==> src/rtl/if_pkg.sv <==
`default_nettype none
// ============================================================================
// Package  : if_pkg
// Brief    : Shared types and constants for the RV32I instruction-fetch stage.
// Revision : 1.0
// ============================================================================
package if_pkg;

  localparam int XLEN = 32;

  // addi x0, x0, 0
  localparam logic [XLEN-1:0] NOP_INST = 32'h0000_0013;

  typedef enum logic [1:0] {
    S_IDLE = 2'd0,
    S_REQ  = 2'd1,
    S_WAIT = 2'd2,
    S_FULL = 2'd3
  } fetch_state_e;

  function automatic logic [XLEN-1:0] word_align(input logic [XLEN-1:0] addr);
    return addr & ~XLEN'(3);
  endfunction

endpackage
`default_nettype wire

==> src/rtl/if_fetch_buf.sv <==
`default_nettype none
// ============================================================================
// Module   : if_fetch_buf
// Brief    : One-entry {pc, inst} holding register for responses that arrive
//            while IF/ID is stalled.
// Revision : 1.0
// ============================================================================
module if_fetch_buf
  import if_pkg::*;
(
  input  logic            clk,
  input  logic            rst_n,
  input  logic            load_i,
  input  logic            clear_i,
  input  logic [XLEN-1:0] pc_i,
  input  logic [XLEN-1:0] inst_i,
  output logic            full_o,
  output logic [XLEN-1:0] pc_o,
  output logic [XLEN-1:0] inst_o
);

  logic            full_q, full_d;
  logic [XLEN-1:0] pc_q, pc_d;
  logic [XLEN-1:0] inst_q, inst_d;

  always_comb begin
    full_d = full_q;
    pc_d   = pc_q;
    inst_d = inst_q;
    if (clear_i) begin
      full_d = 1'b0;
    end
    if (load_i) begin
      full_d = 1'b1;
      pc_d   = pc_i;
      inst_d = inst_i;
    end
  end

  always_ff @(posedge clk or negedge rst_n) begin
    if (!rst_n) begin
      full_q <= 1'b0;
      pc_q   <= '0;
      inst_q <= NOP_INST;
    end else begin
      full_q <= full_d;
      pc_q   <= pc_d;
      inst_q <= inst_d;
    end
  end

  assign full_o = full_q;
  assign pc_o   = pc_q;
  assign inst_o = inst_q;

endmodule
`default_nettype wire

==> src/rtl/if_fetch_stage.sv <==
`default_nettype none
// ============================================================================
// Module   : if_fetch_stage
// Brief    : RV32I fetch stage: PC, single-outstanding imem req/gnt/rvalid
//            port and the IF/ID pipeline register.
// Revision : 1.0
// ============================================================================
module if_fetch_stage #(
  parameter logic [if_pkg::XLEN-1:0] RESET_PC = 32'h0000_0000,
  parameter logic [if_pkg::XLEN-1:0] NOP_INST = if_pkg::NOP_INST
) (
  input  logic                    clk,
  input  logic                    rst_n,
  input  logic                    stall,
  input  logic                    pc_sel,
  input  logic                    flush,
  input  logic [if_pkg::XLEN-1:0] target,
  output logic                    imem_req,
  output logic [if_pkg::XLEN-1:0] imem_addr,
  input  logic                    imem_gnt,
  input  logic                    imem_rvalid,
  input  logic [if_pkg::XLEN-1:0] imem_rdata,
  output logic                    ifid_valid,
  output logic [if_pkg::XLEN-1:0] ifid_pc,
  output logic [if_pkg::XLEN-1:0] ifid_inst
);

  import if_pkg::*;

  localparam logic [XLEN-1:0] PC_STEP = XLEN'(4);

  fetch_state_e    state_q, state_d;
  logic [XLEN-1:0] pc_q, pc_d;
  logic [XLEN-1:0] fetch_pc_q, fetch_pc_d;
  logic            stale_q, stale_d;
  logic            ifid_valid_q, ifid_valid_d;
  logic [XLEN-1:0] ifid_pc_q, ifid_pc_d;
  logic [XLEN-1:0] ifid_inst_q, ifid_inst_d;

  logic            rsp_live;
  logic            buf_load;
  logic            buf_clear;
  logic            buf_full;
  logic [XLEN-1:0] buf_pc;
  logic [XLEN-1:0] buf_inst;

  // Responses only count while a request is in flight and not superseded.
  assign rsp_live  = (state_q == S_WAIT) && imem_rvalid && !stale_q;
  assign buf_load  = rsp_live && stall && !flush;
  assign buf_clear = buf_full && (flush || pc_sel || !stall);

  assign imem_req  = (state_q == S_REQ);
  assign imem_addr = pc_q;

  always_comb begin
    state_d    = state_q;
    pc_d       = pc_q;
    fetch_pc_d = fetch_pc_q;
    stale_d    = stale_q;
    case (state_q)
      S_IDLE: state_d = S_REQ;
      S_REQ: begin
        if (imem_gnt) begin
          fetch_pc_d = pc_q;
          pc_d       = pc_q + PC_STEP;
          stale_d    = pc_sel;
          state_d    = S_WAIT;
        end
      end
      S_WAIT: begin
        if (imem_rvalid) begin
          stale_d = 1'b0;
          state_d = (!stale_q && stall && !flush) ? S_FULL : S_REQ;
        end else if (pc_sel) begin
          stale_d = 1'b1;
        end
      end
      S_FULL: begin
        if (buf_clear) begin
          state_d = S_REQ;
        end
      end
      default: state_d = S_IDLE;
    endcase
    if (pc_sel) begin
      pc_d = word_align(target);
    end
  end

  always_comb begin
    ifid_valid_d = ifid_valid_q;
    ifid_pc_d    = ifid_pc_q;
    ifid_inst_d  = ifid_inst_q;
    if (flush) begin
      ifid_valid_d = 1'b0;
      ifid_inst_d  = NOP_INST;
    end else if (!stall) begin
      if (buf_full) begin
        ifid_valid_d = 1'b1;
        ifid_pc_d    = buf_pc;
        ifid_inst_d  = buf_inst;
      end else if (rsp_live) begin
        ifid_valid_d = 1'b1;
        ifid_pc_d    = fetch_pc_q;
        ifid_inst_d  = imem_rdata;
      end else begin
        ifid_valid_d = 1'b0;
        ifid_inst_d  = NOP_INST;
      end
    end
  end

  always_ff @(posedge clk or negedge rst_n) begin
    if (!rst_n) begin
      state_q      <= S_IDLE;
      pc_q         <= word_align(RESET_PC);
      fetch_pc_q   <= '0;
      stale_q      <= 1'b0;
      ifid_valid_q <= 1'b0;
      ifid_pc_q    <= '0;
      ifid_inst_q  <= NOP_INST;
    end else begin
      state_q      <= state_d;
      pc_q         <= pc_d;
      fetch_pc_q   <= fetch_pc_d;
      stale_q      <= stale_d;
      ifid_valid_q <= ifid_valid_d;
      ifid_pc_q    <= ifid_pc_d;
      ifid_inst_q  <= ifid_inst_d;
    end
  end

  if_fetch_buf u_fetch_buf (
    .clk     (clk),
    .rst_n   (rst_n),
    .load_i  (buf_load),
    .clear_i (buf_clear),
    .pc_i    (fetch_pc_q),
    .inst_i  (imem_rdata),
    .full_o  (buf_full),
    .pc_o    (buf_pc),
    .inst_o  (buf_inst)
  );

  assign ifid_valid = ifid_valid_q;
  assign ifid_pc    = ifid_pc_q;
  assign ifid_inst  = ifid_inst_q;

endmodule
`default_nettype wire
==> config.mk <==
export PLATFORM = sky130hd
export DESIGN_NAME = if_fetch_stage
export DESIGN_NICKNAME = d
export VERILOG_FILES = /design/src/rtl/if_pkg.sv /design/src/rtl/if_fetch_buf.sv /design/src/rtl/if_fetch_stage.sv
export SDC_FILE = /design/constraint.sdc
export NUM_CORES = 1
export LEC_CHECK = 0
export CORE_MARGIN = 10
export CORE_UTILIZATION = 25
export CTS_BUF_LIST = sky130_fd_sc_hd__clkbuf_8
export CTS_CLUSTER_DIAMETER = 80
export DETAILED_ROUTE_END_ITERATION = 8
export PLACE_DENSITY = 0.45
export REMOVE_ABC_BUFFERS = 1
export SLEW_MARGIN = 20
export SYNTH_ARGS = -nofsm -noshare
export SYNTH_HDL_FRONTEND = slang
export SYNTH_HIERARCHICAL = 1
export SYNTH_SLANG_ARGS = --single-unit
==> constraint.sdc <==
create_clock -name clk -period 2.1 [get_ports clk]
set_input_delay 0.42 -clock clk [delete_from_list [all_inputs] [get_ports clk]]
set_output_delay 0.42 -clock clk [all_outputs]
set_load 0.005 [all_outputs]
==> flow_metrics.py <==
metrics = {
    "run_status": {
        "outcome": "complete, no violations",
    },
    "pwr": {
        "intPower_w": 0.00535,
        "swShare_pct": 26.0,
        "combinationalPowerShare_pct": 11.3,
        "peakVddDrop_mv": 0.377,
        "p_leak_nw": 5.08,
        "p_per_area_nw_per_um2": 602,
        "clkPwrFrac_pct": 35.3,
        "power.switching_w": 0.00187,
        "pwr-share-seq_pct": 53.5,
        "p_total_w": 0.00722,
    },
    "critical_path": {
        "cpPeakStageDelay_ns": 0.47,
        "crit_path_end_kind": "register",
        "critPathKind": "reg -> reg",
        "reg2reg_depth": 7,
        "path_buf_inv": 2,
        "timing.rr.start": "state_q[1]",
        "cp_top_family": "simple AND/OR/NAND/NOR gates",
        "worstSetupStartpointType": "register",
        "path_cells": "inv_2, ha_4, nand2_2, or4_4, buf_6, or4b_4, a31oi_1",
        "crit_start": "state_q[1]",
        "required_ns": 2.50,
        "timing.rr.end": "imem_addr[27]",
        "cp-endpoint": "imem_addr[27]",
        "arrival_ns": 2.42,
        "crit_path_top_delay_cell": "or4b_4",
        "cp_max_fo": 7,
        "cp.depth": 7,
        "r2r_setup_slack_ns": 0.08,
    },
    "clock_network": {
        "clk_pin_slew_ns": 0.10,
        "cts_tree": "yes",
        "htreeDepth": 4,
        "cts-root-buf": "clkbuf_8",
        "clockBufferDepth": 2,
        "clock-sinks": 193,
        "numCtsBuffers": 17,
        "insertion_delay_ns": 0.48,
    },
    "yosys": {
        "netlist_area_sq_um": 8740,
        "synth_edf_count": 0,
        "synth-seq-area-share_pct": 55.3,
        "postSynthCellCount": 733,
        "yosysTopAreaCell": "dfrtp_1",
        "yosys.area.top_type_share_pct": 53.5,
        "syn_area_per_cell_sq_um": 11.9,
        "ys.warnings.count": 6,
        "synth-async-reset-ratio_pct": 100,
        "synth_seq_cells": 193,
        "synth_area_leaders": "dfrtp_1 54%, mux2_4 8.4%, mux2_2 5.4%, mux2i_1 3.8%, a221oi_1 3.0%",
        "synth_cell_types": 51,
        "yosys_most_used_dff": "dfrtp_1",
    },
    "timing": {
        "drv_slew": 0,
        "fmax_mhz": 496,
        "fin_skew_ns": 0.0175,
        "slew_headroom_pct": 63.0,
        "final_hold_viol_count": 0,
        "finalCriticalPeriod_ns": 2.02,
        "rsz0062_at_grt": "false",
        "whs_ns": 0.375,
        "tightest_slew_ns": 0.555,
        "period_share_pct": 96.0,
        "setup_viol": 0,
    },
    "cells_and_area": {
        "layout.nets": 1021,
        "antenna_cells": 0,
        "area_growth_pct": 37.3,
        "drive_gt1_share_pct": 23.8,
    },
    "die": {
        "io_pins": 169,
        "die_area_sq_um": 42800,
        "core_area_sq_um": 34500,
        "start_util_pct": 25.3,
        "die_w_microns": 207,
        "fp.dieH_microns": 207,
        "rows": 68,
    },
    "global_routing": {
        "grt_pass1_vias": 6919,
        "grt_max_degree": 63,
        "grt_pass1_wl_microns": 41400,
        "antenna_found_initial": 0,
        "grtUsageTotal_pct": 12.4,
        "overflow": 0,
    },
    "routing": {
        "ant_nets": 0,
        "vias": 6364,
        "routedWlPerCell_microns": 18.7,
        "initialDrtViolationCount": 294,
        "routed_wl_microns": 26400,
        "dr.pass1.iters": 4,
        "vias_per_cell": 4.50,
        "drcViolationCount": 0,
    },
    "placed_design": {
        "place_congestion": 0.755,
        "portBuffers": 164,
        "hpwl_microns": 18200,
    },
    "min_path": {
        "worstHoldPathType": "in -> reg",
    },
    "job": {
        "drv_cap": 0,
    },
}
==> Yosys cell counts (2+ instances only) <==
cell and number:
dfstp_2 6, mux2i_1 33, nor2b_1 29, mux2_4 49
inv_2 2, or2_2 2, nor4_1 5, a21oi_1 3
o211ai_1 2, nand3_1 13, a31oi_1 17, nand2_1 62
a221oi_1 30, ha_1 5, nor3_1 38, o41ai_1 4
xor2_1 3, a211o_1 2, inv_1 13, o31ai_1 11
o22a_1 2, nand4b_1 3, buf_4 2, nor2_1 21
or3_1 4, buf_6 6, or4_1 12, buf_1 5
nand2b_1 2, clkbuf_1 38, buf_2 2, o21ai_0 48
nand4_1 9, xnor2_1 6, dfrtp_1 187, mux2_2 42
==> metrics by stage <==
step	setup slack [ns]	area, sq um	cells	utilization (%)	setup TNS, ns
after global placement	-0.399	11400	1373	33.1	-10.67
after CTS	0.00974	11900	1411	34.4	0
after global routing	0.0128	12000	1413	34.7	0
after detailed placement	-0.402	11400	1373	33.1	-13.17
final	0.0840	12000	1413	34.7	0
after floorplan	-5.92	8500	683	-	-490.61
==> sequential cells by signal (all words and copies together) (netlist names) <==
| name | flops |
|---|---|
| fetch_pc_q | 30 |
| ifid_inst | 32 |
| ifid_pc | 32 |
| ifid_valid | 1 |
| imem_addr | 30 |
| stale_q | 1 |
| state_q | 2 |
| u_fetch_buf/full_o | 1 |
| u_fetch_buf/inst_o | 32 |
| u_fetch_buf/pc_o | 32 |
==> tightest hold or removal path: stages <==
cell and delay (ns):
buf_2 0.18, a221oi_1 0.07, nor3_1 0.12
==> cells by family (layout without fill, tap and decap cells) <==
logic type	Yosys count	count (layout)	synth area share, %
AO/OA/AOI/OAI	127	127	9.75
XOR/XNOR	9	9	0.902
adder cells (fa/ha/maj)	5	5	0.716
buffers and inverters	68	290	3.55
flip-flops	193	193	55.3
multiplexers	124	124	17.6
other	1	4	0.0429
AND/OR/NAND/NOR	206	206	12.1
==> timing repair <==
action	4_1_cts	5_1_grt
cloned	1	2
hold endpoints to repair	19	0
setup endpoints to repair	13	69
pin swaps	1	5
gates resized for setup	7	14
hold buffers	1	0
buffers inserted	4	0
==> power groups by stage <==
stage / sequential (W) / combinational (W) / clock [W]
after floorplan: 0.00395 / 0.000181 / 0
after global placement: 0.00393 / 0.000828 / 0
after detailed placement: 0.00393 / 0.000827 / 0
after CTS: 0.00386 / 0.000833 / 0.00269
after global routing: 0.00387 / 0.000906 / 0.00282
final: 0.00386 / 0.000814 / 0.00255
==> placed cells by master (no fill, tap or decap), types with 3 or more instances in the layout <==
| master | n |
|---|---|
| a221oi_1 | 30 |
| nor3_1 | 36 |
| o31ai_1 | 11 |
| conb_1 | 4 |
| or4_1 | 11 |
| or3_1 | 3 |
| xnor2_1 | 6 |
| mux2i_1 | 33 |
| buf_12 | 13 |
| nand4b_1 | 3 |
| dfrtp_1 | 185 |
| mux2_2 | 42 |
| inv_1 | 14 |
| buf_4 | 57 |
| nand2_1 | 60 |
| clkdlybuf4s50_1 | 161 |
| nand3_1 | 12 |
| clkinv_4 | 4 |
| nor2_1 | 21 |
| inv_2 | 4 |
| dfstp_2 | 6 |
| nor4_1 | 5 |
| o41ai_1 | 4 |
| a21oi_1 | 3 |
| a31oi_1 | 17 |
| mux2_4 | 49 |
| o21ai_0 | 48 |
| nor2b_1 | 29 |
| clkbuf_8 | 20 |
| nand4_1 | 9 |
| buf_6 | 4 |
| xor2_1 | 3 |
==> worst min path at each step <==
stage | to | from | slack, ns | cells past startpoint
finish | ifid_inst[28] | stall | 0.38 | 3
global route | ifid_inst[21] | stall | 0.37 | 3
CTS | ifid_inst[28] | stall | 0.32 | 3
detailed placement | ifid_inst[21] | rst_n | 0.34 | 1
global placement | ifid_inst[21] | rst_n | 0.34 | 1
floorplan | fetch_pc_q[10] | rst_n | 0.12 | 0
==> area by class of cell <==
class / count / area (sq um)
inverters: 15 / 56.3
flip-flops and latches: 193 / 4840
clock buffers: 19 / 262
fillers: 3498 / 22500
well taps: 455 / 569
repair buffers: 243 / 2450
clock inverters: 13 / 136
multi-input cells: 475 / 3680
==> routing by layer <==
| layer | vias to the layer above | track usage [%] | share of wire (%) |
|---|---|---|---|
| li1 | 3077 | - | - |
| met1 | 3133 | 16.6 | 47 |
| met2 | 143 | 19.4 | 46 |
| met3 | 11 | 3.90 | 6.4 |
| met4 | 0 | 2.64 | 0.81 |
| met5 | - | 0 | 0 |
Note: power is estimated with default switching activity, not from simulation.
